File: src/rtl/avl_istr_prefetch_if.sv
// Bundles the decode-side valid/ready handshake, the flush request and the
// instruction-side Avalon-MM read port. The prefetcher takes the master view.
interface avl_istr_prefetch_if;
    logic        flush;
    logic [31:0] flush_pc;
    logic        istr_valid;
    logic        istr_ready;
    logic [31:0] istr_data;
    logic [31:0] istr_pc;
    logic [31:0] avl_address;
    logic        avl_read;
    logic [3:0]  avl_byteenable;
    logic        avl_waitrequest;
    logic [31:0] avl_readdata;
    logic        avl_readdatavalid;

    modport master (
        input  flush, flush_pc, istr_ready,
        input  avl_waitrequest, avl_readdata, avl_readdatavalid,
        output istr_valid, istr_data, istr_pc,
        output avl_address, avl_read, avl_byteenable
    );

    modport slave (
        output flush, flush_pc, istr_ready,
        output avl_waitrequest, avl_readdata, avl_readdatavalid,
        input  istr_valid, istr_data, istr_pc,
        input  avl_address, avl_read, avl_byteenable
    );
endinterface

File: src/rtl/avl_istr_prefetch.sv
// Instruction prefetch: pipelined sequential Avalon-MM reads buffered with their PC
// in a FIFO, handed to decode over valid/ready; flush redirects and drops stale data.
module avl_istr_prefetch #(
    parameter int unsigned FIFO_DEPTH      = 4,
    parameter int unsigned MAX_OUTSTANDING = 4,
    parameter logic [31:0] RESET_PC        = 32'h0000_0000
) (
    input logic                 clk,
    input logic                 rest,
    avl_istr_prefetch_if.master bus
);
    localparam int PW = $clog2(FIFO_DEPTH);
    localparam int CW = $clog2(FIFO_DEPTH + 1);
    localparam int OW = $clog2(MAX_OUTSTANDING + 1);

    logic [31:0]   fifo_data [FIFO_DEPTH];
    logic [31:0]   fifo_pc   [FIFO_DEPTH];
    logic [PW-1:0] rd_ptr, wr_ptr;
    logic [CW-1:0] fifo_cnt, fifo_cnt_next;
    logic [OW-1:0] outstanding, outstanding_next;
    logic [OW-1:0] discard_cnt, discard_next;
    logic [31:0]   fetch_pc, fetch_pc_next;
    logic [31:0]   resp_pc, resp_pc_next;
    logic [31:0]   addr_q, addr_next;
    logic          read_q, read_next;
    logic          stale_pend, stale_next;
    logic          accept, stall, resp, drop, push, pop, credit_ok;

    always_comb begin
        accept = read_q && !bus.avl_waitrequest;
        stall  = read_q && bus.avl_waitrequest;
        resp   = bus.avl_readdatavalid && (outstanding != '0);
        drop   = resp && (bus.flush || discard_cnt != '0);
        push   = resp && !drop;
        pop    = bus.istr_valid && bus.istr_ready && !bus.flush;

        outstanding_next = outstanding + OW'(accept) - OW'(resp);

        if (bus.flush) begin
            fifo_cnt_next = '0;
            discard_next  = outstanding_next;
            fetch_pc_next = bus.flush_pc;
            resp_pc_next  = bus.flush_pc;
            stale_next    = stall;
        end else begin
            fifo_cnt_next = fifo_cnt + CW'(push) - CW'(pop);
            discard_next  = discard_cnt - OW'(drop) + OW'(accept && stale_pend);
            fetch_pc_next = (accept && !stale_pend) ? fetch_pc + 32'd4 : fetch_pc;
            resp_pc_next  = push ? resp_pc + 32'd4 : resp_pc;
            stale_next    = accept ? 1'b0 : stale_pend;
        end

        // Reserve a FIFO slot for every live read plus the one about to be issued.
        credit_ok = (32'(fifo_cnt_next) + 32'(outstanding_next) - 32'(discard_next) + 32'd1)
                    <= FIFO_DEPTH;

        if (stall) begin
            read_next = 1'b1;
            addr_next = addr_q;
        end else begin
            read_next = credit_ok && (outstanding_next < OW'(MAX_OUTSTANDING));
            addr_next = fetch_pc_next;
        end
    end

    always_ff @(posedge clk or negedge rest) begin
        if (!rest) begin
            read_q      <= 1'b0;
            addr_q      <= RESET_PC;
            fetch_pc    <= RESET_PC;
            resp_pc     <= RESET_PC;
            outstanding <= '0;
            discard_cnt <= '0;
            stale_pend  <= 1'b0;
            fifo_cnt    <= '0;
            rd_ptr      <= '0;
            wr_ptr      <= '0;
        end else begin
            read_q      <= read_next;
            addr_q      <= addr_next;
            fetch_pc    <= fetch_pc_next;
            resp_pc     <= resp_pc_next;
            outstanding <= outstanding_next;
            discard_cnt <= discard_next;
            stale_pend  <= stale_next;
            fifo_cnt    <= fifo_cnt_next;
            if (bus.flush) begin
                rd_ptr <= '0;
                wr_ptr <= '0;
            end else begin
                if (push) wr_ptr <= wr_ptr + PW'(1);
                if (pop)  rd_ptr <= rd_ptr + PW'(1);
            end
        end
    end

    // Storage is data only; occupancy is tracked by the control registers above.
    always_ff @(posedge clk) begin
        if (push) begin
            fifo_data[wr_ptr] <= bus.avl_readdata;
            fifo_pc[wr_ptr]   <= resp_pc;
        end
    end

    assign bus.istr_valid     = (fifo_cnt != '0);
    assign bus.istr_data      = fifo_data[rd_ptr];
    assign bus.istr_pc        = fifo_pc[rd_ptr];
    assign bus.avl_read       = read_q;
    assign bus.avl_address    = addr_q;
    assign bus.avl_byteenable = 4'hF;

    assert property (@(posedge clk) disable iff (!rest)
                     bus.avl_readdatavalid |-> (outstanding != '0))
        else $error("readdatavalid with no read outstanding");
endmodule

File: src/flat_wrapper.sv
// flat-port wrapper written by rule: the top's interface ports become plain ports
module avl_istr_prefetch_flat 
#(
    parameter int unsigned FIFO_DEPTH      = 4,
    parameter int unsigned MAX_OUTSTANDING = 4,
    parameter logic [31:0] RESET_PC        = 32'h0000_0000
)
  (clk, rest, bus_flush, bus_flush_pc, bus_istr_ready, bus_avl_waitrequest, bus_avl_readdata, bus_avl_readdatavalid, bus_istr_valid, bus_istr_data, bus_istr_pc, bus_avl_address, bus_avl_read, bus_avl_byteenable);
  avl_istr_prefetch_if bus_i ();
  input logic clk;
  input logic rest;
  input wire logic [$bits(bus_i.flush)-1:0] bus_flush;
  input wire logic [$bits(bus_i.flush_pc)-1:0] bus_flush_pc;
  input wire logic [$bits(bus_i.istr_ready)-1:0] bus_istr_ready;
  input wire logic [$bits(bus_i.avl_waitrequest)-1:0] bus_avl_waitrequest;
  input wire logic [$bits(bus_i.avl_readdata)-1:0] bus_avl_readdata;
  input wire logic [$bits(bus_i.avl_readdatavalid)-1:0] bus_avl_readdatavalid;
  output wire logic [$bits(bus_i.istr_valid)-1:0] bus_istr_valid;
  output wire logic [$bits(bus_i.istr_data)-1:0] bus_istr_data;
  output wire logic [$bits(bus_i.istr_pc)-1:0] bus_istr_pc;
  output wire logic [$bits(bus_i.avl_address)-1:0] bus_avl_address;
  output wire logic [$bits(bus_i.avl_read)-1:0] bus_avl_read;
  output wire logic [$bits(bus_i.avl_byteenable)-1:0] bus_avl_byteenable;
  assign bus_i.flush = bus_flush;
  assign bus_i.flush_pc = bus_flush_pc;
  assign bus_i.istr_ready = bus_istr_ready;
  assign bus_i.avl_waitrequest = bus_avl_waitrequest;
  assign bus_i.avl_readdata = bus_avl_readdata;
  assign bus_i.avl_readdatavalid = bus_avl_readdatavalid;
  assign bus_istr_valid = bus_i.istr_valid;
  assign bus_istr_data = bus_i.istr_data;
  assign bus_istr_pc = bus_i.istr_pc;
  assign bus_avl_address = bus_i.avl_address;
  assign bus_avl_read = bus_i.avl_read;
  assign bus_avl_byteenable = bus_i.avl_byteenable;
  avl_istr_prefetch #(.FIFO_DEPTH(FIFO_DEPTH), .MAX_OUTSTANDING(MAX_OUTSTANDING), .RESET_PC(RESET_PC)) u_core (.clk(clk), .rest(rest), .bus(bus_i));
endmodule
File: config.mk
export PLATFORM = sky130hd
export DESIGN_NAME = avl_istr_prefetch_flat
export DESIGN_NICKNAME = d
export VERILOG_FILES = /design/src/rtl/avl_istr_prefetch_if.sv /design/src/rtl/avl_istr_prefetch.sv /design/src/flat_wrapper.sv
export SDC_FILE = /design/constraint.sdc
export NUM_CORES = 1
export LEC_CHECK = 0
export BUFFER_PORTS_ARGS = -buffer_cell sky130_fd_sc_hd__buf_2
export CAP_MARGIN = 10
export CORE_AREA = 3 3 170 172
export DETAILED_ROUTE_END_ITERATION = 16
export DIE_AREA = 0 0 173 175
export MAX_ROUTING_LAYER = met4
export PLACE_DENSITY = 0.75
export SYNTH_ARGS = -nofsm -noshare
export SYNTH_HDL_FRONTEND = slang
export SYNTH_SLANG_ARGS = --single-unit
File: constraint.sdc
create_clock -name clk -period 12 [get_ports clk]
set_input_delay 0.6 -clock clk [delete_from_list [all_inputs] [get_ports clk]]
set_output_delay 0.6 -clock clk [all_outputs]
set_load 0.01 [all_outputs]
# Yosys cells after proc, flatten, opt, wreduce, memory -nomap -nowiden
# Memories as Yosys holds them, arrays and structs flattened.
# Cells that the tools add are included.
[totals]
reg_bits = 111
in_bits = 70
mem_bits_rw = 256
out_inout_bits = 102
memories = 2
[classes]
n_reduce_logical = 21
order_cmp = 2
addsub = 13
mux = 15
[mem_list]
columns = ["memory", "depth", "width", "read_ports", "rd_clocked_by_memory_dff", "wr", "line", "source"]
rows = [
  ["u_core.fifo_data", 4, 32, 1, 0, 1, "avl_istr_prefetch.sv:16", "logic [31:0] fifo_data [FIFO_DEPTH];"],
  ["u_core.fifo_pc", 4, 32, 1, 0, 1, "avl_istr_prefetch.sv:17", "logic [31:0] fifo_pc [FIFO_DEPTH];"],
]
[op_table]
columns = ["op", "count"]
rows = [
  ["two-way mux 32 bit", 4],
  ["adder 32 x 3 -> 32 bit, second input constant", 2],
  ["adder 32 x 1 -> 32 bit, second input constant", 1],
  ["<= comparator 32 x 3 -> 1 bit, second input constant", 1],
  ["subtractor 32 x 3 -> 32 bit", 1],
  ["logical AND 1 bit", 10],
  ["adder 3 x 1 -> 3 bit", 3],
  ["nonzero test 3 bit", 3],
  ["subtractor 3 x 1 -> 3 bit", 3],
  ["two-way mux 2 bit", 4],
  ["two-way mux 3 bit", 2],
  ["nonzero test 2 bit", 3],
  ["two-way mux 1 bit", 5],
  ["adder 2 x 1 -> 2 bit, second input constant", 2],
  ["adder 3 x 3 -> 4 bit", 1],
  ["logical NOT 1 bit", 4],
  ["less-than comparator 3 bit, second input constant", 1],
  ["logical OR 1 bit", 1],
]

# Logic depth before layout (Yosys ltp)
# Gate-level depths: netlist of the first run.
[depth]
depth_word = 14
depth_mapped = 21

# Least setup slack after synthesis of the first run
# OpenSTA, ideal clock, no wires.
[synth_timing]
kind = "input to register"
from = "in bus_flush"
to = "reg u_core.read_q (netlist: u_core.bus.avl_read)"
path_stages = 20
arrival_ns = 4.568
path_buffers = 4
required_ns = 11.890
path_slack_ns = 7.322
path_cell_list = "buf_6 clkbuf_1 clkbuf_1 clkbuf_1 nor2_1 ha_1 inv_1 ha_1 fa_1 nand2_1 fa_1 xnor2_1 ha_1 ha_1 a21oi_1 nor2_1 nor2_1 ha_1 nand3b_1 o41ai_1"
[synth_via]
elab_chain_cells = 13
elab_cells_between_ends = 18
[synth_rtl]
columns = ["element", "line", "source"]
rows = [
  ["from (decl)", "flat_wrapper.sv:12", "input wire logic [$bits(bus_i.flush)-1:0] bus_flush;"],
  ["logical OR 1 bit", "avl_istr_prefetch.sv:33", "drop = resp && (bus.flush || discard_cnt != '0);"],
  ["logical AND 1 bit", "avl_istr_prefetch.sv:33", ""],
  ["logical NOT 1 bit", "avl_istr_prefetch.sv:34", "push = resp && !drop;"],
  ["logical AND 1 bit", "avl_istr_prefetch.sv:34", ""],
  ["adder 3 x 1 -> 3 bit", "avl_istr_prefetch.sv:46", "fifo_cnt_next = fifo_cnt + CW'(push) - CW'(pop);"],
  ["subtractor 3 x 1 -> 3 bit", "avl_istr_prefetch.sv:46", ""],
  ["two-way mux 3 bit", "avl_istr_prefetch.sv:39", "if (bus.flush) begin"],
  ["adder 3 x 3 -> 4 bit", "avl_istr_prefetch.sv:54", "credit_ok = (32'(fifo_cnt_next) + 32'(outstanding_next) - 32'(discard_next) + 32'd1)"],
  ["subtractor 32 x 3 -> 32 bit *", "avl_istr_prefetch.sv:54", ""],
  ["adder 32 x 1 -> 32 bit *", "avl_istr_prefetch.sv:54", ""],
  ["<= comparator 32 x 3 -> 1 bit *", "avl_istr_prefetch.sv:55", "<= FIFO_DEPTH;"],
  ["logical AND 1 bit *", "avl_istr_prefetch.sv:61", "read_next = credit_ok && (outstanding_next < OW'(MAX_OUTSTANDING));"],
  ["two-way mux 1 bit *", "avl_istr_prefetch.sv:57", "if (stall) begin"],
  ["net u_core.read_next", "avl_istr_prefetch.sv:25", "logic read_q, read_next;"],
  ["to (signal assigned)", "avl_istr_prefetch.sv:79", "read_q <= read_next;"],
  ["to (decl)", "avl_istr_prefetch.sv:25", ""],
]
# Mark *: on every way through the listed nets, which the timed path passes. The rest lies on a longest branch.
# A chain may end at the register's enable or synchronous reset.

# Final worst setup path of the first run
[layout_timing]
from = "in bus_flush"
to = "reg u_core.read_q (netlist: u_core.bus.avl_read)"
[layout_via]
elab_chain_cells = 13
elab_cells_between_ends = 18
[layout_rtl]
columns = ["element", "line", "source"]
rows = [
  ["logical OR 1 bit", "avl_istr_prefetch.sv:33", ""],
  ["logical AND 1 bit", "avl_istr_prefetch.sv:33", ""],
  ["logical NOT 1 bit", "avl_istr_prefetch.sv:34", ""],
  ["logical AND 1 bit", "avl_istr_prefetch.sv:34", ""],
  ["adder 3 x 1 -> 3 bit", "avl_istr_prefetch.sv:46", ""],
  ["subtractor 3 x 1 -> 3 bit", "avl_istr_prefetch.sv:46", ""],
  ["two-way mux 3 bit *", "avl_istr_prefetch.sv:39", ""],
  ["net u_core.fifo_cnt_next[1]", "avl_istr_prefetch.sv:19", "logic [CW-1:0] fifo_cnt, fifo_cnt_next;"],
  ["adder 3 x 3 -> 4 bit *", "avl_istr_prefetch.sv:54", ""],
  ["subtractor 32 x 3 -> 32 bit *", "avl_istr_prefetch.sv:54", ""],
  ["adder 32 x 1 -> 32 bit *", "avl_istr_prefetch.sv:54", ""],
  ["<= comparator 32 x 3 -> 1 bit *", "avl_istr_prefetch.sv:55", ""],
  ["logical AND 1 bit *", "avl_istr_prefetch.sv:61", ""],
  ["two-way mux 1 bit *", "avl_istr_prefetch.sv:57", ""],
  ["net u_core.read_next", "avl_istr_prefetch.sv:25", ""],
]
# Marks and branches as above.

==> metrics.txt, run 1 <==
DRT Wirelength 30.36 mm; Total GRT Usage 0.2072; drt wl/cell 20.00 um; final global-route overflow total 0; final cell count without fillers 1,518; largest stage delay on the critical path 0.64 ns; largest net degree at the start of global routing 71; Worst EP arrival 5.39 ns; CP max FO 53; initial detailed-routing violation count 681; Residual DRC 0; status complete, no violations; Port Buffer Count 167; Met3 Routed Length 2.024 mm; max-slew violations 0; area of the die 30,280 um^2; htree depth 2; Clk pin slew, worst setup/hold paths 0.06 ns; fmax 199.7 MHz; PwrDens 197.7 nW/um^2; leading area contributor after synthesis edfxtp_1; initial antenna violation count 0; final setup fails 0; Max Cap Violations 0; Hold Crit Class in2async; first-pass GRT wire length 48.47 mm; synth-to-layout area growth 16.71%; clk_lat worst skew 0.52 ns; ys async rst share 0.3025; Synth Cell Area 15,130 um^2; vias in the first global route 8,801; vias 8,608; leakage power 6.479 nW; # diodes 0; setup TNS 0 ns; CTS resizes 0; postcts setup bufs 0; Max VDD drop 0.0001164 V; cell chain of the critical path buf_2 > buf_4 > or4_4 > or2_2 > inv_1 > ha_1 > fa_1 > nand2_1 > inv_1 > ha_1 > a21o_1 > a21oi_1 > ha_1 > nor2_1 > nor2_1 > ha_1 > nand3b_1 > o41ai_1; routed metal-1 wire length 13.80 mm; Worst Skew 0.01107 ns; Post-synth EDFFs 256; RSZ-0062 raised after global routing no; synthesized flop and latch total 367; Tmin final 5.007 ns; synth unique cells 52; Hold Violations, Final 0; root cell of the clock tree clkbuf_16; nets@finish 1,209; Cells after DPL 1,450; Crit Path Class in2reg; post-synthesis instance total 932; die height 175 um; Initial Util 0.5476; Die Wd 173 um; routed wl met2 14.16 mm; dominant synthesized flop cell edfxtp_1; ratio of cells with drive above 1 in the final layout 0.2947; relative max-transition margin 0.2822; slowest CP cell or4_4; clock buffer depth 3; drt via density 5.671; Core ar. 27,630 um^2; hold buffer count at CTS 0; synth top area cells edfxtp_1 51%, dfrtp_1 18%, mux4_2 9.5%; Required @ worst endpoint 12.38 ns; fin crit share 0.4172; Ys Warns 0; CP endpoint kind flip-flop; final instance area 17,660 um^2; Yosys top cell area share 0.5081; total CTS buffers 37; Seq/Total Area, Yosys 0.6916; Synth Area per Inst 16.23 um^2; Worst Setup Start Kind input pin; Placement Cell Area 16,370 um^2; detailed placer's ending HPWL 19.05 mm; antenna-violating nets left 0; num ports 172; gpl congestion 0.8194; drt pass-1 iters 5; actual slew at the worst max-slew pin 1.068 ns; # rows 61; Worst path most repeated cell ha_1; CTS tree built; uppermost routed layer met4; clock sink total 367
flip-flops by register name, indices dropped and copies added (netlist names):
name                    count
u_core.fifo_pc            128
u_core.fifo_data          128
u_core.outstanding          3
u_core.bus.avl_address     32
u_core.rd_ptr               2
u_core.fetch_pc            32
u_core.stale_pend           1
u_core.fifo_cnt             3
u_core.discard_cnt          3
u_core.resp_pc             32
u_core.bus.avl_read         1
u_core.wr_ptr               2
metrics by stage:
step	worst slack (ns)	utilization	hold slack [ns]	power, W
after floorplan	7.322	-	0.3044	0.002073
after global placement	6.710	0.5924	0.4669	0.002286
after detailed placement	6.533	0.5924	0.4659	0.002324
after CTS	6.996	0.6392	0.06277	0.003536
after global routing	6.624	0.6392	0.09548	0.003679
final	6.993	0.6392	0.06233	0.003491
logic make-up (layout without fill, tap and decap cells):
group	count (synthesis)	in the layout	synth area share
adder cells (fa/ha/maj)	28	28	0.02564
AO/OA/AOI/OAI	98	98	0.04325
other	1	4	0.0002478
XOR/XNOR	45	45	0.02605
flip-flops	367	367	0.6916
buffers and inverters	73	278	0.02001
multiplexers	91	91	0.1149
AND/OR/NAND/NOR	229	229	0.07823
cell type report:
type / instances / area (um^2)
Inverter: 31 / 116.4
Clock inverter: 24 / 319.1
Fill cell: 2043 / 9970
Sequential cell: 367 / 10470
Multi-Input combinational cell: 495 / 4379
Timing Repair Buffer: 179 / 928.4
Tap cell: 378 / 473.0
Clock buffer: 44 / 973.4
routing by layer:
layer  track usage  vias up
met5             -        -
met4       0.03784        0
met3       0.03672       34
met2        0.3174      313
met1        0.3011     4306
li1              -     3955
where the power goes:
group	internal [W]	switching, W	total (W)
combinational	0.000369	0.000389	0.000758
sequential	0.00144	0.0000875	0.00153
clock	0.000736	0.000468	0.00120
total	0.00255	0.000945	0.00349
cells in the final DEF (no fill, tap or decap), drive strengths merged, types with 4 or more instances in the layout:
master and n:
and2 16, a221o 9, and4 4, a31oi 7, dfrtp 111, nor3 5, xor2 20, mux4 64
o311ai 7, o211ai 7, clkinv 15, xnor2 25, and3 10, a21oi 23, mux2 22, conb 4
o21ai 23, buf 179, nand2 53, nor4 9, nor2 54, nand4 24, inv 31, a21o 4
o31ai 6, ha 23, clkbuf 44, or3 4, nand3 41, mux2i 5, edfxtp 256, bufinv 7
a221oi 6, fa 5
synth_stat cells (24+ instances only):
master    instances
mux4_2           64
dfrtp_1         111
nand3_1          41
nand2_1          52
inv_1            30
nand4_1          24
nor2_1           54
xnor2_1          25
edfxtp_1        256
worst max-delay path, delay by kind of cell:
family | cells | cell delay (ns)
fa+ha+maj | 5 | 1.56
simple gates | 6 | 1.48
compound gates | 3 | 0.91
buf+inv | 4 | 0.82
worst paths after layout:
| check | startpoint | endpoint | slack, ns | depth (start not counted) |
|---|---|---|---|---|
| min in group clk | bus_avl_readdata[7] | u_core.fifo_data[0][7] | 0.30 | 1 |
| min reg2reg | u_core.bus.avl_address[3] | u_core.bus.avl_address[3] | 0.48 | 2 |
| min | rest | u_core.bus.avl_address[26] | 0.06 | 1 |
| max in group asynchronous | rest | u_core.rd_ptr[0] | 10.57 | 2 |
| max | bus_flush | u_core.bus.avl_read | 6.99 | 18 |
| max reg2reg | u_core.outstanding[1] | u_core.bus.avl_read | 7.04 | 16 |
Power figures use the tool's default switching activity.
==> run 2, diff against run 1 <==
CORE_AREA = 3 3 173 175   (was 3 3 170 172)
DIE_AREA = 0 0 176 178   (was 0 0 173 175)
PLACE_DENSITY = 0.76   (was 0.75)
clock period = 4.35 ns   (was 12 ns; I/O delays follow)
==> run 2 against run 1 <==
Against the previous run:
- worst hold slack lost 0.045 ns
- die area grew 3.5%
- final cell count grew 4.5%
- clock skew grew 0.010 ns
- sequential cell count is the same
- register-to-register slack lost 6.8 ns
- power grew to 2.9 times the previous value
- wire length grew 4.6%
- setup slack lost 6.8 ns
- non-clock buffer count grew 59
==> metrics.txt, run 2 (synthesis gave the netlist of run 1 again) <==
status complete, no violations (unchanged); CTS tree built (unchanged); Worst Setup Start Kind flip-flop (was input pin); CP max FO 4 (was 53); root cell of the clock tree clkbuf_16 (unchanged); vias in the first global route 9,198 (was 8,801); setup TNS 0 ns (unchanged); Clk pwr share 0.345 (about the same); Hold Crit Class in2reg (was in2async); initial antenna violation count 0 (unchanged); biggest regs u_core.fifo_data (128), u_core.fifo_pc (128) (unchanged); Total GRT Usage 0.2101 (was 0.2072); sequential cell area 10,470 um^2 (unchanged); detailed placer's ending HPWL 19.40 mm (was 19.05 mm); footprint of the multi-input gates 4437 um^2 (was 4379 um^2); slowest CP cell or4_4 (unchanged); Max Cap Violations 0 (unchanged); Crit Path Class reg2reg (was in2reg); nets@finish 1,270 (was 1,209); drt wl/cell 20.02 um (was 20.00 um); antenna-violating nets left 0 (unchanged); actual slew at the worst max-slew pin 1.106 ns (was 1.068 ns); # diodes 0 (unchanged); Residual DRC 0 (unchanged); Cells after DPL 1,459 (was 1,450); fin crit share 0.9473; R2R depth 18 (was 16); drt pass-1 iters 5 (unchanged); pre-CTS setup slack 0.07770 ns (was 6.533 ns); Initial Util 0.5286 (was 0.5476); CP delay by family, top adder cells (unchanged); initial detailed-routing violation count 659 (was 681); clock buffer depth 3 (unchanged); total CTS buffers 39 (was 37); Placement Cell Area 16,400 um^2 (was 16,370 um^2); Die Wd 176 um (was 173 um); largest stage delay on the critical path 0.54 ns (was 0.64 ns); # rows 62 (was 61); leakage power 6.788 nW (was 6.479 nW); final core utilization 0.6418 (was 0.6392); worst path bufs/invs 2 (was 4); final worst slack 0.2291 ns (was 6.993 ns); combinational share of power 0.231 (was 0.217); num ports 172 (unchanged); sequential power share 0.425 (was 0.438); final setup fails 0 (unchanged); relative max-transition margin 0.2565 (was 0.2822); commonest non-fill, non-tap cells in the layout 256 x edfxtp_1, 166 x buf_2, 109 x dfrtp_1 (unchanged); internal power 0.007278 W (was 0.002547 W); Required @ worst endpoint 4.77 ns (was 12.38 ns); Worst EP arrival 4.54 ns (was 5.39 ns); die height 178 um (was 175 um); Clk pin slew, worst setup/hold paths 0.06 ns (about the same); Sw Pwr 0.002744 W (was 0.0009448 W); DRT Wirelength 31.75 mm (was 30.36 mm); drt via density 5.639 (was 5.671); Tmin final 4.121 ns; switching fraction of total power 0.2738 (was 0.2706); Port Buffer Count 167 (unchanged); fmax 242.7 MHz; largest net degree at the start of global routing 65 (was 71); Max VDD drop 0.0002770 V (was 0.0001164 V); commonest non-fill, non-tap cell in the layout edfxtp_1 (unchanged); WP depth 18 (unchanged); gpl congestion 0.8569 (was 0.8194); clock sink total 367 (unchanged); final instance area 18,370 um^2 (was 17,660 um^2); final global-route overflow total 0 (unchanged); htree depth 2 (unchanged); max-slew violations 0 (unchanged); Worst path most repeated cell ha_1 (unchanged); postcts setup bufs 0 (unchanged); CP endpoint kind flip-flop (unchanged); first-pass GRT wire length 50.21 mm (was 48.47 mm); clk_lat worst skew 0.52 ns (about the same); synth-to-layout area growth 21.42% (was 16.71%); vias 8,943 (was 8,608); ratio of cells with drive above 1 in the final layout 0.2937 (was 0.2947); Core ar. 28,630 um^2 (was 27,630 um^2); Worst Skew 0.02155 ns (was 0.01107 ns); fillcell total 2,022 (was 2,043); WHS Path Cells 3; Hold Violations, Final 0 (unchanged); PwrDens 545.5 nW/um^2 (was 197.7 nW/um^2); area of the die 31,330 um^2 (was 30,280 um^2); final cell count without fillers 1,586 (was 1,518); cell chain of the critical path or4_4 > and2_1 > ha_1 > inv_1 > ha_1 > inv_1 > fa_1 > xor2_1 > xnor2_1 > o21a_1 > ha_4 > ha_1 > a21oi_2 > nor2_1 > nor2_1 > ha_1 > nand3b_1 > o41ai_2 (was buf_2 > buf_4 > or4_4 > or2_2 > inv_1 > ha_1 > fa_1 > nand2_1 > inv_1 > ha_1 > a21o_1 > a21oi_1 > ha_1 > nor2_1 > nor2_1 > ha_1 > nand3b_1 > o41ai_1)
-- run 2: layout make-up --
type	instances	area share
inverter	31	0.006334
timing repair buffer	238	0.08227
tap	384	0.02615
sequential	367	0.5699
multi-input combinational	495	0.2415
clock inverter	27	0.01737
clock buffer	44	0.05646
-- run 2: worst register-to-register path: stages, from the launching register on --
cell	delay, ns
dfrtp_1	0.43
or4_4	0.54
and2_1	0.19
ha_1	0.27
inv_1	0.06
ha_1	0.13
inv_1	0.05
fa_1	0.38
xor2_1	0.17
xnor2_1	0.14
o21a_1	0.22
ha_4	0.26
ha_1	0.30
a21oi_2	0.12
nor2_1	0.05
nor2_1	0.15
ha_1	0.16
nand3b_1	0.09
o41ai_2	0.30
-- run 2: power groups by stage --
stage	Combinational, W	Clock [W]	Sequential, W
final	0.00231	0.00345	0.00426
after global routing	0.00259	0.00365	0.00430
after CTS	0.00219	0.00351	0.00426
after detailed placement	0.00214	0	0.00433
after global placement	0.00204	0	0.00431
after floorplan	0.00153	0	0.00419
-- run 2: path summary, 6_finish.rpt --
path | start | end | slack, ns
worst max register to register | u_core.discard_cnt[1] | u_core.bus.avl_read | 0.23
min in group asynchronous | rest | u_core.bus.avl_address[23] | 0.35
max in group asynchronous | rest | u_core.rd_ptr[0] | 3.27
worst min-delay path | bus_flush_pc[1] | u_core.resp_pc[1] | 0.02
worst max-delay path | u_core.discard_cnt[1] | u_core.bus.avl_read | 0.23
worst min register to register | u_core.bus.avl_address[22] | u_core.bus.avl_address[22] | 0.49
-- run 2: per-stage QoR --
step           total power [W]  hold slack [ns]
6_report               0.01002          0.01687
5_1_grt                0.01054          0.01782
4_1_cts               0.009965         0.001663
3_5_place_dp          0.006466           0.3524
3_3_place_gp          0.006351           0.3548
2_1_floorplan         0.005720         -0.07809
-- run 2: what timing repair did --
action,CTS,global route
endpoints found under the hold margin,273,0
endpoints found under the setup margin,0,1
hold buffers,56,0
gates resized for setup,0,10
-- run 2: metal layers --
metal	up-vias	global-route usage	routed length (um)
met5	-	-	0
met4	0	0.04223	427
met3	35	0.03555	2114
met2	330	0.3303	14920
met1	4508	0.2965	14280
li1	4070	-	-
==> run 3, diff against run 2 <==
RECOVER_POWER = 100   (was unset)
==> run 3 against run 2 <==
Against the previous run:
- the flow now finishes with violations (capacitance limit, slew limit)
- wire length barely moved
- largest power group unchanged
- global-route usage did not move
- worst hold slack got worse by 0.0029 ns
- via count barely moved
- cell area fell by 1.2%
- register-to-register slack barely moved
- final cell count did not move
- combinational power fell by 3%
==> metrics.txt, run 3 (synthesis gave the netlist of run 1 again) <==
Hold Crit Class in2reg (unchanged); area of the die 31,330 um^2 (unchanged); fin crit share 0.9473 (about the same); met3 usage 0.03555 (unchanged); Core ar. 28,630 um^2 (unchanged); Max Cap Violations 8 (was 0); pre-CTS setup slack 0.07770 ns (unchanged); Reg2Reg Capture Point u_core.bus.avl_read (unchanged); violated checks capacitance limit, slew limit; Worst Setup Start Kind flip-flop (unchanged); CP endpoint kind flip-flop (unchanged); vias in the first global route 9,198 (unchanged); biggest regs u_core.fifo_data (128), u_core.fifo_pc (128) (unchanged); vias 8,939 (was 8,943); # rows 62 (unchanged); Clk pin slew, worst setup/hold paths 0.06 ns (about the same); Crit Path Class reg2reg (unchanged); Initial Util 0.5286 (unchanged); nets@finish 1,270 (unchanged); R2R Setup Slk 0.23 ns (about the same); first-pass GRT wire length 50.21 mm (unchanged); met2 Use GR 0.3303 (unchanged); Total GRT Usage 0.2101 (unchanged); grt met1 use 0.2965 (unchanged); Worst Skew 0.02001 ns (was 0.02155 ns); ratio of cells with drive above 1 in the final layout 0.1780 (was 0.2937); num ports 172 (unchanged); status finished with violations (was complete, no violations); synth-to-layout area growth 19.94% (was 21.42%); drt pass-1 iters 5 (unchanged); leakage power 6.394 nW (was 6.788 nW); antenna-violating nets left 0 (unchanged); # diodes 0 (unchanged); detailed placer's ending HPWL 19.40 mm (unchanged); relative max-transition margin -0.6984 (was 0.2565); total CTS buffers 39 (unchanged); die height 178 um (unchanged); Required @ worst endpoint 4.77 ns (about the same); CTS tree built (unchanged); DRT Wirelength 31.77 mm (was 31.75 mm); gpl congestion 0.8569 (unchanged); max-slew violations 437 (was 0); Worst Setup SP u_core.discard_cnt[1] (unchanged); worst r2r src u_core.discard_cnt[1] (unchanged); largest net degree at the start of global routing 65 (unchanged); Tmin final 4.121 ns (about the same); htree depth 2 (unchanged); root cell of the clock tree clkbuf_16 (unchanged); clk_lat worst skew 0.52 ns (about the same); final global-route overflow total 0 (unchanged); Residual DRC 0 (unchanged); grt peak-use layer met2 (unchanged); fillcell total 2,107 (was 2,022); commonest non-fill, non-tap cells in the layout 256 x edfxtp_1, 136 x clkbuf_1, 110 x dfrtp_1 (was 256 x edfxtp_1, 166 x buf_2, 109 x dfrtp_1); drt via density 5.636 (was 5.639); drt wl/cell 20.03 um (was 20.02 um); R2R depth 18 (unchanged); Hold Violations, Final 0 (unchanged); final instance area 18,150 um^2 (was 18,370 um^2); final hold slack 0.01393 ns (was 0.01687 ns); Worst EP arrival 4.54 ns (about the same); Design Power 0.009946 W (was 0.01002 W); initial antenna violation count 0 (unchanged); actual slew at the worst max-slew pin 2.548 ns (was 1.106 ns); CP max FO 4 (unchanged); Die Wd 176 um (unchanged); Critical Path End u_core.bus.avl_read (unchanged); clock sink total 367 (unchanged); clock buffer depth 3 (unchanged); PwrDens 548.1 nW/um^2 (was 545.5 nW/um^2); fmax 242.7 MHz (about the same); initial detailed-routing violation count 629 (was 659); final setup fails 0 (unchanged); Placement Cell Area 16,400 um^2 (unchanged); final worst slack 0.2292 ns (was 0.2291 ns); Max VDD drop 0.0002770 V (about the same); commonest non-fill, non-tap cell in the layout edfxtp_1 (unchanged); Port Buffer Count 167 (unchanged)
==> run 3: power by group <==
part	total, W	switching [W]	leakage (nW)	internal [W]
logic	0.00224	0.00115	2.11	0.00109
clock network	0.00345	0.00132	0.671	0.00213
registers	0.00426	0.000280	3.62	0.00398
==> run 3: critical path: stages (launching register included) <==
cell	delay [ns]
dfrtp_1	0.43
or4_4	0.54
and2_1	0.19
ha_1	0.27
inv_1	0.06
ha_1	0.13
inv_1	0.05
fa_1	0.38
xor2_1	0.17
xnor2_1	0.14
o21a_1	0.22
ha_4	0.26
ha_1	0.30
a21oi_2	0.12
nor2_1	0.05
nor2_1	0.15
ha_1	0.16
nand3b_1	0.09
o41ai_2	0.30
==> run 3: worst min-delay path by stage <==
stage                           startpoint  slack (ns)  cells past startpoint                    endpoint
final                     bus_flush_pc[26]        0.01                      3         u_core.fetch_pc[26]
after global routing       bus_flush_pc[6]        0.02                      2          u_core.fetch_pc[6]
after CTS                 bus_flush_pc[26]       0.002                      3         u_core.fetch_pc[26]
after detailed placement              rest        0.35                      2  u_core.bus.avl_address[23]
after global placement                rest        0.35                      2  u_core.bus.avl_address[23]
after floorplan                       rest       -0.08                      0   u_core.bus.avl_address[0]
==> run 3: routing by layer <==
| layer | vias up | share of wire |
|---|---|---|
| li1 | 4063 | - |
| met3 | 35 | 0.068 |
| met2 | 346 | 0.47 |
| met5 | - | 0 |
| met4 | 0 | 0.013 |
| met1 | 4495 | 0.45 |
==> run 3: layout make-up <==
type	instances	area, um^2	area share
flip-flops and latches	367	10470	0.5769
multi-input cells	495	4405	0.2428
repair buffers	238	1320	0.07274
clock buffers	44	1037	0.05716
well taps	384	480.5	0.02648
clock inverters	27	319.1	0.01758
inverters	31	116.4	0.006412
==> run 3: timing repair <==
action	in CTS	in global routing
endpoints found under the setup margin	0	1
hold buffers	56	0
gates resized for setup	0	10
buffers inserted	0	0
endpoints found under the hold margin	273	0
==> run 3: per-stage QoR <==
step | util | setup TNS [ns] | std cells
3_3_place_gp | 0.5730 | 0 | 1459
3_5_place_dp | 0.5730 | 0 | 1459
6_report | 0.6340 | 0 | 1586
2_1_floorplan | - | 0 | 935
4_1_cts | 0.6400 | 0 | 1586
5_1_grt | 0.6340 | -0.01005 | 1586
